[src/rtl/reg_mem_pkg.sv]
// Shared definitions for the register memory and its built-in self-test sequencer.
package reg_mem_pkg;

    localparam int DEF_DATA_WIDTH = 8;
    localparam int DEF_ADDR_BITS  = 5;
    localparam int PAT_W          = 32;

    typedef enum logic [2:0] {
        IDLE,
        WRITE,
        READ,
        DRAIN,
        DONE
    } bist_state_e;

    // Callers cast the result down to their word width, which gives the modular add.
    function automatic logic [PAT_W-1:0] expected(input logic [PAT_W-1:0] base,
                                                  input logic [PAT_W-1:0] addr);
        return base + addr;
    endfunction

endpackage

[src/rtl/bist_checker.sv]
// Read-back comparator: optional one-stage alignment delay, saturating error
// counter and first-failing-address capture.
module bist_checker
    import reg_mem_pkg::*;
#(
    parameter int DATA_WIDTH   = DEF_DATA_WIDTH,
    parameter int ADDR_BITS    = DEF_ADDR_BITS,
    parameter int READ_LATENCY = 0
) (
    input  logic                  clk,
    input  logic                  rst_n,
    input  logic                  clear_i,
    input  logic                  cmp_en_i,
    input  logic [ADDR_BITS-1:0]  addr_i,
    input  logic [DATA_WIDTH-1:0] exp_i,
    input  logic [DATA_WIDTH-1:0] data_i,
    output logic [ADDR_BITS:0]    err_count_o,
    output logic [ADDR_BITS-1:0]  first_err_addr_o
);

    logic                  chk_vld;
    logic [ADDR_BITS-1:0]  chk_addr;
    logic [DATA_WIDTH-1:0] chk_exp;
    logic                  mismatch;
    logic [ADDR_BITS:0]    err_q, err_d;
    logic [ADDR_BITS-1:0]  first_q, first_d;

    if (READ_LATENCY == 1) begin : g_delay
        logic                  vld_q;
        logic [ADDR_BITS-1:0]  addr_q;
        logic [DATA_WIDTH-1:0] exp_q;

        always_ff @(posedge clk) begin
            if (!rst_n || clear_i) begin
                vld_q  <= 1'b0;
                addr_q <= '0;
                exp_q  <= '0;
            end else begin
                vld_q  <= cmp_en_i;
                addr_q <= addr_i;
                exp_q  <= exp_i;
            end
        end

        assign chk_vld  = vld_q;
        assign chk_addr = addr_q;
        assign chk_exp  = exp_q;
    end else begin : g_direct
        assign chk_vld  = cmp_en_i;
        assign chk_addr = addr_i;
        assign chk_exp  = exp_i;
    end

    assign mismatch = chk_vld && (data_i != chk_exp);

    always_comb begin
        err_d   = err_q;
        first_d = first_q;
        if (clear_i) begin
            err_d   = '0;
            first_d = '0;
        end else if (mismatch) begin
            if (err_q != '1) err_d = err_q + (ADDR_BITS+1)'(1);
            if (err_q == '0) first_d = chk_addr;
        end
    end

    always_ff @(posedge clk) begin
        if (!rst_n) begin
            err_q   <= '0;
            first_q <= '0;
        end else begin
            err_q   <= err_d;
            first_q <= first_d;
        end
    end

    assign err_count_o      = err_q;
    assign first_err_addr_o = first_q;

endmodule

[src/rtl/reg_mem_bist.sv]
// Self-test sequencer for reg_mem: write base+addr everywhere, read back, compare.
// IDLE: wait for start | WRITE: one write per addr | READ: one read per addr | DRAIN: last compare (latency 1) | DONE: result pulse
module reg_mem_bist
    import reg_mem_pkg::*;
#(
    parameter int DATA_WIDTH   = DEF_DATA_WIDTH,
    parameter int ADDR_BITS    = DEF_ADDR_BITS,
    parameter int READ_LATENCY = 0
) (
    input  logic                  clk,
    input  logic                  rst_n,
    input  logic                  start,
    input  logic [DATA_WIDTH-1:0] base,
    output logic [ADDR_BITS-1:0]  mem_addr,
    output logic [DATA_WIDTH-1:0] mem_data_in,
    output logic                  mem_wen,
    input  logic [DATA_WIDTH-1:0] mem_data_out,
    output logic                  busy,
    output logic                  done,
    output logic                  pass,
    output logic [ADDR_BITS:0]    err_count,
    output logic [ADDR_BITS-1:0]  first_err_addr
);

    localparam logic [ADDR_BITS-1:0] LAST_ADDR = '1;

    bist_state_e           state_q, state_d;
    logic [ADDR_BITS-1:0]  cnt_q, cnt_d;
    logic [DATA_WIDTH-1:0] base_q, base_d;
    logic                  pass_q, pass_d;
    logic                  clear;
    logic                  active;
    logic [DATA_WIDTH-1:0] exp_word;

    always_comb begin
        state_d = state_q;
        cnt_d   = cnt_q;
        base_d  = base_q;
        pass_d  = pass_q;
        clear   = 1'b0;
        case (state_q)
            IDLE: begin
                if (start) begin
                    base_d  = base;
                    cnt_d   = '0;
                    pass_d  = 1'b0;
                    clear   = 1'b1;
                    state_d = WRITE;
                end
            end
            WRITE: begin
                cnt_d = cnt_q + ADDR_BITS'(1);
                if (cnt_q == LAST_ADDR) state_d = READ;
            end
            READ: begin
                cnt_d = cnt_q + ADDR_BITS'(1);
                if (cnt_q == LAST_ADDR) state_d = (READ_LATENCY == 1) ? DRAIN : DONE;
            end
            DRAIN: state_d = DONE;
            DONE: begin
                pass_d  = (err_count == '0);
                state_d = IDLE;
            end
            default: state_d = IDLE;
        endcase
    end

    always_ff @(posedge clk) begin
        if (!rst_n) begin
            state_q <= IDLE;
            cnt_q   <= '0;
            base_q  <= '0;
            pass_q  <= 1'b0;
        end else begin
            state_q <= state_d;
            cnt_q   <= cnt_d;
            base_q  <= base_d;
            pass_q  <= pass_d;
        end
    end

    assign active      = (state_q == WRITE) || (state_q == READ);
    assign exp_word    = DATA_WIDTH'(expected(PAT_W'(base_q), PAT_W'(cnt_q)));
    assign mem_wen     = (state_q == WRITE);
    assign mem_addr    = active ? cnt_q : '0;
    assign mem_data_in = active ? exp_word : '0;
    assign busy        = active || (state_q == DRAIN);
    assign done        = (state_q == DONE);
    // The final compare lands on the edge into DONE, so the live count is already complete.
    assign pass        = done ? (err_count == '0) : pass_q;

    bist_checker #(
        .DATA_WIDTH  (DATA_WIDTH),
        .ADDR_BITS   (ADDR_BITS),
        .READ_LATENCY(READ_LATENCY)
    ) u_checker (
        .clk             (clk),
        .rst_n           (rst_n),
        .clear_i         (clear),
        .cmp_en_i        (state_q == READ),
        .addr_i          (cnt_q),
        .exp_i           (exp_word),
        .data_i          (mem_data_out),
        .err_count_o     (err_count),
        .first_err_addr_o(first_err_addr)
    );

endmodule
[config.mk]
export PLATFORM = sky130hd
export DESIGN_NAME = reg_mem_bist
export DESIGN_NICKNAME = d
export VERILOG_FILES = /design/src/rtl/reg_mem_pkg.sv /design/src/rtl/bist_checker.sv /design/src/rtl/reg_mem_bist.sv
export SDC_FILE = /design/constraint.sdc
export NUM_CORES = 1
export LEC_CHECK = 0
export ABC_AREA = 1
export CORE_MARGIN = 4
export CORE_UTILIZATION = 25
export DETAILED_ROUTE_END_ITERATION = 12
export GPL_TIMING_DRIVEN = 0
export PLACE_DENSITY = 0.45
export SETUP_SLACK_MARGIN = 0.02
export SLEW_MARGIN = 20
export SYNTH_ARGS = -nofsm -noshare
export SYNTH_HDL_FRONTEND = slang
export SYNTH_HIERARCHICAL = 1
export SYNTH_SLANG_ARGS = --single-unit
[constraint.sdc]
create_clock -name clk -period 3.75 [get_ports clk]
set_input_delay 0.75 -clock clk [delete_from_list [all_inputs] [get_ports clk]]
set_output_delay 0.75 -clock clk [all_outputs]
set_load 0.1 [all_outputs]
# After elaboration in Yosys (flattened, before gate mapping)
# Index checks and enable logic that the tools add are counted.
[word_totals]
reg_bits = 28
latch_bits = 0
ram_bits = 0
mem_bits_ro = 0
elab_cells = 48
mem_count = 0
[op_classes]
add_sub_neg = 3
n_mul = 0
div = 0
magnitude_cmp = 0
eq_ne = 10
shifts = 0
mux = 13
bitwise_logic = 1
reduce_logical = 15
[ops]
columns = ["cell", "count"]
rows = [
  ["one-hot mux 3 bit (4 select lines)", 1],
  ["2-to-1 mux 5 bit", 2],
  ["one-hot mux 5 bit (2 select lines)", 1],
  ["AND reduction 2 bit", 5],
  ["2-to-1 mux 3 bit", 3],
  ["adder 8 x 5 -> 8 bit", 1],
  ["2-to-1 mux 8 bit", 1],
  ["!= test 8 bit", 1],
  ["adder 6 x 1 -> 6 bit, second input constant", 1],
  ["equality test 3 x 2 -> 1 bit, second input constant", 2],
  ["logical NOT 6 bit", 1],
  ["!= test 6 bit, second input constant", 1],
  ["adder 5 x 1 -> 5 bit, second input constant", 1],
  ["equality test 5 bit, second input constant", 1],
  ["2-to-1 mux 1 bit", 4],
  ["!= test 2 bit, second input constant", 2],
  ["nonzero test 2 bit", 2],
  ["OR reduction 2 bit", 2],
  ["equality test 3 x 1 -> 1 bit, second input constant", 1],
  ["equality test 3 bit, second input constant", 1],
  ["logical NOT 3 bit", 1],
  ["AND reduction 3 bit", 1],
  ["logical OR 1 bit", 2],
  ["!= test 2 x 1 -> 1 bit, second input constant", 1],
  ["3 further kinds", 3],
]

# Depth between registers and ports, before layout
[logic_depth]
depth_word = 4
mapped_depth = 18

# Modules after synthesis
# Netlist, hierarchy kept.
[modules_own_cells]
columns = ["module", "instances", "cells_per_inst", "area_each_um2", "seq_area_each_um2"]
rows = [
  ["reg_mem_bist", 1, 176, 1141.1, 340.3],
  ["bist_checker", 1, 129, 787.0, 220.2],
]

# Worst setup path after synthesis
# No wires, ideal clock.
[synth_timing]
kind = "register -> output"
from = "reg cnt_q[0]"
to = "out mem_data_in[2]"
t_arrival_ns = 2.743
required_ns = 3.000
slack_ns = 0.257
path_stages_with_launch = 6
n_path_buf = 0
path_cell_list = "dfxtp_1 > ha_1 > inv_1 > fa_1 > or2_2 > a21oi_1"
[synth_between]
elab_chain_cells = 2
[synth_lines]
columns = ["item", "line", "source"]
rows = [
  ["start: declaration", "reg_mem_bist.sv:28", "logic [ADDR_BITS-1:0] cnt_q, cnt_d;"],
  ["start signal: assignment", "reg_mem_bist.sv:76", "cnt_q <= cnt_d;"],
  ["adder 8 x 5 -> 8 bit", "reg_mem_pkg.sv:19", "return base + addr;"],
  ["2-to-1 mux 8 bit", "reg_mem_bist.sv:86", "assign mem_data_in = active ? exp_word : '0;"],
  ["end: declaration", "reg_mem_bist.sv:15", "output logic [DATA_WIDTH-1:0] mem_data_in,"],
]
# Every way passes these cells.

# Worst setup path after layout
# Ends and elaborated chain as after synthesis.

==> impl_summary.md <==
Run status
The flow ran to the end, and the final reports show no timing, DRC or antenna violations.

Power
The cell internal power dissipation is 0.509 mW. IR analysis of the VDD net gives a maximum drop of 0.145 mV. Dividing total power by cell area gives a power density of 281 nW/um^2. Summing internal, switching and leakage power gives 0.728 mW.

Of the total power, the share spent switching nets is 0.301. Of the total power, combinational logic draws 0.234. The share of total power dissipated in sequential elements is 0.432. Summed over all cells, the static leakage comes to 1.32 nW.

The reported net switching power is 0.219 mW. The fraction of power consumed by the clock network is 0.334.

Final layout
The number of antenna diodes in the final layout is 0. The finished cells cover 2590 um^2. The sequential standard cell area is 561 um^2.

The area growth from synthesis to final layout is 34.4%. The multi-input gate area in the final layout is 1090 um^2. The net total in the final layout is 385. Of the cells placed in the final design, the portion with a size suffix greater than 1 is 0.0958. The fill cell instance count of the final layout is 813.

Global routing
The remaining global-route overflow is 0. After global routing, the most crowded layer is met2. The initial antenna violation count is 0. For met3 alone, demand over resource in global routing was 0.0188. The global-route wire length before repair is 7870 um.

The met2 usage in global routing is 0.169. The all-layer global routing usage is 0.107. The maximum number of pins on one net before global-route repair is 17. The number of global-route vias before repair is 1691. In the global route stage, met1 resource usage came out at 0.153.

CTS
The clock-pin slew reported for the worst setup and hold paths after clock tree synthesis is 0.11 ns. The clock latency on the worst-skew pair is 0.28 ns. For this design, the CTS-stage hold fixing added 0 buffers. The total CTS buffers is 3. CTS built an H-tree with a depth of 1. The clock tree buffer depth is 2. TritonCTS built the clock tree. The post-CTS resize count is 2. The root buffer cell chosen for the clock tree is sky130_fd_sc_hd__clkbuf_8. Counting every sink on the clock net gives 28. After clock tree synthesis, the setup repair step added 0 buffers.

Route
The pre-antenna-repair detailed-routing pass consisted of 4 iterations. The first routing iteration left 53 violations. The remaining design rule violation count is 0. After detailed routing, the total wire length is 4770 um. The post-route antenna net violation count is 0.

The routed wire length per instance is 10.5 um. The number of vias in the routed layout is 1857. In the routed layout, each cell is associated on average with a via count of 4.09.

STA
The final max-slew violation count is 0. The tightest hold path in the finished design has a slack of 0.477 ns. The number of failing hold endpoints at the final stage was 0. In this run the tightest slew margin relative to its limit is 0.343. Static timing analysis puts the maximum clock frequency at 292 MHz. The transition time at the pin with the least slew margin is 0.982 ns. The clock arrives with 0.00680 ns of skew. The post-route worst setup slack is 0.319 ns.

The part of the cycle the worst path needs is 0.915. The total negative setup slack is 0 ns. The number of endpoints failing setup at the final stage is 0. The minimum clock period after layout is 3.43 ns. Setup repair after global routing left no endpoint under its margin.

Yosys
Of the synthesized area, sequential elements account for 0.291. The netlist uses 32 different library cells. Counting every instance in the synthesized netlist gives 305.

Among all flip-flop cells after synthesis, the most frequent one is sky130_fd_sc_hd__dfxtp_1. In this run the cell area of the synthesized design comes to 1930 um^2. The most frequently used cell type in the post-synthesis netlist is sky130_fd_sc_hd__nand2_1. By area the synthesized netlist is led by sky130_fd_sc_hd__dfxtp_1 (29%), sky130_fd_sc_hd__nand2_1 (18%), sky130_fd_sc_hd__inv_1 (9.9%). Ranked by instance count, the synthesized netlist is headed by sky130_fd_sc_hd__nand2_1 (91), sky130_fd_sc_hd__inv_1 (51), sky130_fd_sc_hd__nor2_1 (39). The proportion of register bits with asynchronous set or reset after synthesis is 0. Counting every net in the synthesized netlist gives 334. The post-synthesis average cell area is 6.32 um^2. For this run, the number of Yosys warnings is 6. The share of synthesized area in the top cell type comes to 0.291. Of all cell types, the one taking the most synthesized area is sky130_fd_sc_hd__dfxtp_1. The post-synthesis register bit count is 28.

The number of enable flip-flop cells after synthesis is 0.

Place
After detailed placement, the total cell area comes to 2510 um^2. The sum of net half-perimeters after detailed placement is 3890 um. Timing analysis after detailed placement gives a worst setup slack of 0.338 ns.

At the end of routability-driven placement, the weighted congestion stood at 0.777. The count of buffers from port buffering is 46.

Setup path
Data on the critical path arrives at its endpoint at 2.68 ns. The critical-path maximum fanout is 6. STA classifies the critical path endpoint as an output pin.

The type of element launching the critical path is a flip-flop. Data on the critical path is required at its endpoint by 3.00 ns. The worst setup path is of the reg2out kind.

The setup check on the worst reg-to-reg path leaves a slack of 1.30 ns.

Floorplan
The core outline area is 7370 um^2. Row generation in the floorplan step produced 31 rows. The number of I/O pins is 47. The height of the die is 95.8 um. The width of the die is 95.8 um. For this configuration, the core starts out at a cell density of 0.262. The full die area is 9180 um^2.

Worst hold path
The worst hold path class is reg2reg.

Job
The tool flagged a number of max-cap violations equal to 0.
[critical path, cell delays in order (launching register included)]
cell                            delay [ns]
sky130_fd_sc_hd__dfxtp_1              0.44
sky130_fd_sc_hd__ha_1                 0.20
sky130_fd_sc_hd__inv_1                0.06
sky130_fd_sc_hd__fa_1                 0.39
sky130_fd_sc_hd__or2_2                0.30
sky130_fd_sc_hd__a21oi_1              0.13
sky130_fd_sc_hd__dlygate4sd2_1        0.88
[routing by layer]
| metal | share of wire | wire (um) |
|---|---|---|
| met5 | 0 | 0 |
| met4 | 0.0048 | 23 |
| met3 | 0.046 | 219 |
| met2 | 0.43 | 2070 |
| met1 | 0.52 | 2460 |
[cell type report]
type / count / share of cell area
multi-input cells: 212 / 0.422
flip-flops and latches: 28 / 0.216
repair buffers: 46 / 0.181
inverters: 60 / 0.0879
well taps: 99 / 0.0478
plain buffers: 5 / 0.0183
clock buffers: 3 / 0.0159
clock inverters: 1 / 0.0116
[kinds of logic (layout without fill, tap and decap cells)]
kind of cell	Yosys count	count (layout)	synth area share
simple gates	169	169	0.398
fa+ha+maj	10	10	0.0688
buf+inv	65	115	0.143
compound gates	26	26	0.0675
xor+xnor	7	7	0.0318
flops	28	28	0.291
[flip-flops by register name, summed over array words and instances (netlist names)]
signal / cells
pass_q: 1
u_checker/err_count_o: 6
cnt_q: 5
state_q: 3
base_q: 8
u_checker/first_err_addr_o: 5
[cells in the final DEF, fill, tap and decap left out, types with 2 or more instances in the layout]
| cell type | instances |
|---|---|
| sky130_fd_sc_hd__nand2_1 | 91 |
| sky130_fd_sc_hd__clkbuf_8 | 4 |
| sky130_fd_sc_hd__dlymetal6s2s_1 | 4 |
| sky130_fd_sc_hd__inv_1 | 51 |
| sky130_fd_sc_hd__a21oi_1 | 18 |
| sky130_fd_sc_hd__nor2_2 | 4 |
| sky130_fd_sc_hd__clkdlybuf4s50_1 | 40 |
| sky130_fd_sc_hd__inv_2 | 6 |
| sky130_fd_sc_hd__dlygate4sd2_1 | 2 |
| sky130_fd_sc_hd__xor2_1 | 3 |
| sky130_fd_sc_hd__nand3_2 | 3 |
| sky130_fd_sc_hd__nand2_2 | 2 |
| sky130_fd_sc_hd__clkinv_1 | 2 |
| sky130_fd_sc_hd__buf_6 | 2 |
| sky130_fd_sc_hd__xnor2_1 | 4 |
| sky130_fd_sc_hd__nand2_4 | 3 |
| sky130_fd_sc_hd__nand3_1 | 14 |
| sky130_fd_sc_hd__nand4_1 | 4 |
| sky130_fd_sc_hd__ha_1 | 9 |
| sky130_fd_sc_hd__o21ai_0 | 7 |
| sky130_fd_sc_hd__dfxtp_1 | 28 |
| sky130_fd_sc_hd__nor3_2 | 2 |
| sky130_fd_sc_hd__nor2_1 | 39 |
[power groups by stage]
stage	combinational (mW)	clock (mW)	sequential, mW
floorplan	0.121	0	0.319
global placement	0.173	0	0.321
detailed placement	0.174	0	0.321
CTS	0.174	0.255	0.315
global route	0.188	0.267	0.316
finish	0.170	0.244	0.314
[per-stage QoR]
step | util | instances
2_1_floorplan | - | 305
3_3_place_gp | 0.341 | 450
3_5_place_dp | 0.341 | 450
4_1_cts | 0.350 | 454
5_1_grt | 0.352 | 454
6_report | 0.352 | 454
[final timing paths]
| check | start | to | cells after the start |
|---|---|---|---|
| hold / removal | base_q[3] | base_q[3] | 2 |
| setup reg to reg | cnt_q[0] | u_checker/first_err_addr_o[1] | 17 |
| hold reg to reg | base_q[3] | base_q[3] | 2 |
| setup / recovery | cnt_q[0] | mem_data_in[2] | 6 |
Note: power is estimated with default switching activity, not from simulation.
